==> src/rtl/tdm_demux4.sv <==
// rtl/tdm_demux4.sv - four-slot TDM demultiplexer with per-channel holding registers
module tdm_demux4 #(
    parameter int WIDTH = 8
) (
    input  logic                 clk,
    input  logic                 rst_n,
    input  logic [WIDTH-1:0]     din,
    input  logic                 din_valid,
    input  logic                 din_sof,
    output logic                 din_ready,
    output logic [4*WIDTH-1:0]   dout,
    output logic [3:0]           dout_valid,
    input  logic [3:0]           dout_ready,
    output logic [1:0]           slot,
    output logic                 in_sync,
    output logic                 frame_err,
    input  logic                 err_clr
);

    typedef enum logic [0:0] {
        HUNT = 1'b0,
        SYNC = 1'b1
    } state_t;

    state_t                   state_q, state_d;
    logic [1:0]               slot_q, slot_d;
    logic [3:0][WIDTH-1:0]    dout_q;
    logic [3:0]               ch_free;
    logic [3:0]               wr;
    logic                     err;
    logic                     accept;

    // A channel can take a new sample if it is empty or being drained this cycle.
    assign ch_free = ~dout_valid | dout_ready;

    always_comb begin
        if (state_q == SYNC) begin
            din_ready = ch_free[slot_q];
        end else begin
            din_ready = din_sof ? ch_free[0] : 1'b1;
        end
    end

    assign accept = din_valid & din_ready;

    always_comb begin
        state_d = state_q;
        slot_d  = slot_q;
        wr      = 4'b0000;
        err     = 1'b0;
        case (state_q)
            HUNT: begin
                if (accept && din_sof) begin
                    wr      = 4'b0001;
                    slot_d  = 2'd1;
                    state_d = SYNC;
                end
            end
            SYNC: begin
                if (accept) begin
                    // Legal only when the marker coincides exactly with slot 0.
                    if (din_sof != (slot_q == 2'd0)) begin
                        err     = 1'b1;
                        slot_d  = 2'd0;
                        state_d = HUNT;
                    end else begin
                        wr     = 4'b0001 << slot_q;
                        slot_d = slot_q + 2'd1;
                    end
                end
            end
            default: begin
                state_d = HUNT;
                slot_d  = 2'd0;
            end
        endcase
    end

    always_ff @(posedge clk or negedge rst_n) begin
        if (!rst_n) begin
            state_q    <= HUNT;
            slot_q     <= 2'd0;
            dout_q     <= '0;
            dout_valid <= 4'b0000;
            frame_err  <= 1'b0;
        end else begin
            state_q    <= state_d;
            slot_q     <= slot_d;
            for (int k = 0; k < 4; k++) begin
                if (wr[k]) begin
                    dout_q[k] <= din;
                end
            end
            dout_valid <= wr | (dout_valid & ~dout_ready);
            frame_err  <= err | (frame_err & ~err_clr);
        end
    end

    assign dout    = dout_q;
    assign slot    = slot_q;
    assign in_sync = (state_q == SYNC);

endmodule

==> config.mk <==
export PLATFORM = sky130hd
export DESIGN_NAME = tdm_demux4
export DESIGN_NICKNAME = d
export VERILOG_FILES = /design/src/rtl/tdm_demux4.sv
export SDC_FILE = /design/constraint.sdc
export NUM_CORES = 1
export LEC_CHECK = 0
export CELL_PAD_IN_SITES_DETAIL_PLACEMENT = 1
export CELL_PAD_IN_SITES_GLOBAL_PLACEMENT = 1
export CORE_ASPECT_RATIO = 0.8
export CORE_MARGIN = 1.5
export CORE_UTILIZATION = 38
export CTS_CLUSTER_DIAMETER = 120
export DETAILED_ROUTE_END_ITERATION = 8
export GPL_TIMING_DRIVEN = 0
export PLACE_DENSITY = 0.92
export SETUP_SLACK_MARGIN = 0.2
export SLEW_MARGIN = 10
export SYNTH_ARGS = -nofsm -noshare
export SYNTH_HDL_FRONTEND = slang
export SYNTH_SLANG_ARGS = --single-unit
==> constraint.sdc <==
create_clock -name clk -period 6 [get_ports clk]
set_input_delay 0.9 -clock clk [delete_from_list [all_inputs] [get_ports clk]]
set_output_delay 0.9 -clock clk [all_outputs]
set_load 0.02 [all_outputs]
-- After elaboration in Yosys (flattened, before gate mapping)
Cells that the tools add are included.
- logic and storage cells: 46
- bits in registers: 40
- shifts and indexed selects: 1
- eq/ne operators: 3
- reduce and logical (&&, ||, !) cells: 3
- bitwise operators: 10
- magnitude comparators: 1
- mux-type cells: 19
- $add $sub $neg: 1
- operator list (cell ; number):
    $mux W1 ; 10
    $mux W4 ; 2
    $not A4 Y4 ; 2
    $or A4 B4 Y4 ; 2
    $pmux W4 S2 ; 1
    $mux W2 ; 3
    $and A4 B4 Y4 ; 1
    $pmux W2 S2 ; 1
    $shl A1 B2 Y4 const A ; 1
    $lt A2 B3 Y1 const B ; 1
    $add A2 B1 Y2 const B ; 1
    $and A1 B1 Y1 ; 2
    $bmux W1 S2 ; 1
    $logic_not A2 Y1 ; 1
    $ne A2 B1 Y1 const B ; 1
    $ne A2 B2 Y1 const B ; 1
    $not A1 Y1 ; 2
    $pmux W1 S2 ; 1
    $reduce_and A2 Y1 ; 1
    $logic_and A1 B1 Y1 ; 1
    $ne A1 B1 Y1 ; 1
    $or A1 B1 Y1 ; 1

-- Depth between registers and ports, before layout
- word-level depth: 10
- gate-level depth with buffers: 7

-- Least setup slack after synthesis
No wires, ideal clock.
- kind: input to output
- from: input port dout_ready[1]
- to: output port din_ready
- data required time: 5.100 ns
- stages on the path: 4
- slack: 3.168 ns
- path buffers: 1
- arrival time: 1.932 ns
- cells stage by stage: nor2b_1 mux4_2 buf_6 a21oi_1
- cells in the longest elaborated chain, start to end: 4
- RTL lines (item ; line ; RTL):
    start, declared ; 13 ; input logic [3:0] dout_ready,
    $or A4 B4 Y4 ; 34 ; assign ch_free = ~dout_valid | dout_ready;
    $bmux W1 S2 ; 38 ; din_ready = ch_free[slot_q];
    $mux W1 (implied by the code) ; 38 ;
    $mux W1 ; 37 ; if (state_q == SYNC) begin
    end, declared ; 10 ; output logic din_ready,
Every way passes these cells. The select of a mux whose other input is x is not followed.

-- Worst setup path in the final report
- from: input port dout_ready[0]
- to: output port din_ready
- cells in the longest elaborated chain, start to end: 4
- elaborated cells on any way between the ends: 5
- those cells by class: mux (4); bitwise (1)
- RTL lines (item ; line):
    $or A4 B4 Y4 * ; 34
    $bmux W1 S2 ; 38
    $mux W1 (implied by the code) ; 38
    $mux W1 * ; 37
Every way passes the cells marked *; elsewhere a longest branch is shown, timed or not. The select of a mux whose other input is x is not followed.

==> flow_summary_export.csv <==
group,metric,value,unit
finish,final_area,2455,sq um
floorplan,die_y,63.18,um
floorplan,row_count,21,
place,portBuffers,57,
cts,clkTransAtPathRegs,0.08,ns
power_and_ir_drop,power,1369,uW
setup_path,worstPathMaxFanout,8,
synth,yosys.area.top_type,"dfrtp_1",
setup_path,worst_r2r_endpoint,"dout[31]",
synth,ys_types,23,
detailed_routing,viasPerCell,5.034,
setup_path,r2r-start,"slot[0]",
timing,worst_pin_slew,0.4372,ns
detailed_routing,via_count,1193,
cts,clock_path_buffers,2,
timing,fin_crit_sh,0.6323,
place,gp_congestion,0.8286,
cts,post_cts_buffers,0,
cts,cts-root-buf,"clkbuf_8",
finish,num_antenna_cells,0,
synth,synth_edf_count,0,
synth,netlist_area,1720,sq um
timing,max_freq,0.2636,GHz
timing,slew_viol_final,0,
finish,nets,202,
grt,grtUsageMet3,0.07826,
timing,setup_viol,0,
setup_path,r2r_slack,3.59,ns
synth,synthFlopType,"dfrtp_1",
floorplan,dieArea,4942,sq um
grt,grt_pass1_wl,7.403,mm
cts,cts_tree,"built",
place,detailed_place_hpwl,3.462,mm
setup_path,worstPathArrival,2.89,ns
grt,use_met1,0.2353,
cts,cts_sinks,40,
timing,rsz0062_at_grt,"false",
timing,clock-skew-final,0.007796,ns
synth,async_reset_ff_frac,1.000,
synth,synth_most_common_cell,"dfrtp_1",
synth,synth_top_area_share,0.5818,
synth,synth_seq_cells,40,
cts,ctsHoldBuffers,0,
synth,yosysSeqAreaShare,0.5818,
detailed_routing,routed_wl,4.531,mm
run_status,status,"completed",
synth,yosys-top-cells-area,"dfrtp_1, mux2_2, mux2_4, ha_1, mux2_1",
detailed_routing,drt-initial-drc-count,62,
hold_path,hold_path_class,"in -> async",
synth,synth_fp_nets,137,
detailed_routing,drcViolationCount,0,
grt,grt.total_usage,0.2069,
cts,cts_buffers,5,
synth,avgSynthCellArea,14.96,sq um
finish,utilization,0.5767,
floorplan,coreArea,4257,sq um
floorplan,die_x,78.23,um
detailed_routing,dr.pass1.iters,4,
cts,cts.htree.levels,2,
cts,cts_resized,0,
setup_path,critPathLaunchType,"input pin",
synth,synth_cells,115,
power_and_ir_drop,irDropWorstVdd,0.3157,mV
grt,antenna_found_initial,0,
timing,fin_setup_tns,0,ns
timing,slew_headroom,0.7075,
finish,drive_above_1_share,0.2500,
synth,yosysWarningCount,0,
timing,finalHoldViolCount,0,
grt,use_met2,0.3457,
power_and_ir_drop,leakagePower,0.001079,uW
timing,layout_min_cycle_time,3.794,ns
detailed_routing,ant_nets,0,
floorplan,pin_count,58,
grt,overflow,0,
setup_path,required,5.10,ns
grt,grt_start_max_net_pins,28,
cts,clk_latency,0.29,ns
power_and_ir_drop,powerDensity,557.5,nW/um^2
synth,synthTopCellsByCount,"dfrtp_1, mux2_2, mux2_4",
grt,grt_pass1_vias,1358,
setup_path,worstRegToRegCells,7,
grt,top_usage_layer,"met2",
run,maxCapViolCount,0,
setup_path,endpoint_kind,"output pin",
finish,area_growth,42.69,%
floorplan,start_util,0.4042,
place,placed_cell_area,2377,sq um
detailed_routing,wire_per_inst,19.12,um
setup_path,crit_type,"in -> out",
stage by stage:
| stage | setup WS, ns | cells | hold WS (ns) |
|---|---|---|---|
| 3_3_place_gp | 2.267 | 229 | 0.4680 |
| 4_1_cts | 2.219 | 237 | 0.5010 |
| 3_5_place_dp | 2.222 | 230 | 0.4826 |
| 2_1_floorplan | 3.168 | 115 | 0.6044 |
| 6_report | 2.206 | 237 | 0.4992 |
| 5_1_grt | 2.173 | 237 | 0.5188 |
worst max-delay path: stages:
cell and delay, ns:
clkdlybuf4s50_1 0.49, nor2b_1 0.08, mux4_2 0.48, buf_6 0.17, a21oi_1 0.16, clkdlybuf4s50_1 0.62
how the worst max path moves through the flow:
stage,startpoint,end,cells after the start
after CTS,dout_ready[0],din_ready,6
after global placement,dout_ready[0],din_ready,6
after global routing,dout_ready[0],din_ready,6
final,dout_ready[0],din_ready,6
after floorplan,dout_ready[1],din_ready,4
after detailed placement,dout_ready[0],din_ready,6
area by class of cell:
| class | count | area [sq um] |
|---|---|---|
| Clock inverter | 1 | 5.005 |
| Buffer | 1 | 11.26 |
| Inverter | 3 | 11.26 |
| Sequential cell | 40 | 1001 |
| Timing Repair Buffer | 58 | 585.6 |
| Fill cell | 431 | 1802 |
| Multi-Input combinational cell | 71 | 696.9 |
| Clock buffer | 6 | 72.57 |
| Tap cell | 57 | 71.32 |
layout by cell type (no fill, tap or decap), types with 2 or more instances in the layout:
| master | n |
|---|---|
| mux2_4 | 8 |
| nor2_4 | 3 |
| inv_1 | 3 |
| or2_2 | 3 |
| nand2_1 | 3 |
| mux2_2 | 20 |
| nand2b_1 | 3 |
| ha_1 | 5 |
| clkdlybuf4s50_1 | 56 |
| nor2_1 | 3 |
| nor2b_1 | 5 |
| a21oi_1 | 2 |
| dfrtp_1 | 40 |
| clkbuf_8 | 5 |
| mux2_1 | 4 |
| nand3_1 | 4 |
report_power, final:
group          total [uW]  switching, uW  internal, uW
Sequential            484           85.9           398
Clock                 166           86.9          79.0
Combinational         719            342           378
Total                1370            514           854
sequential cells by signal (all words and copies together) (netlist names):
register / cells
dout: 32
dout_valid: 4
frame_err: 1
in_sync: 1
slot: 2
per-layer routing:
metal	routed length, um	vias up
li1	-	533
met1	1803	597
met2	2241	49
met3	348	14
met4	138	0
met5	0	-
cells by family after synthesis:
| kind of cell | synth area share |
|---|---|
| buffers and inverters | 0.01309 |
| AOI/OAI and AO/OA | 0.03346 |
| muxes | 0.2458 |
| adders and majority gates | 0.03636 |
| DFF | 0.5818 |
| and+or+nand+nor | 0.08946 |
No activity file was read; power rests on OpenSTA's default activity.
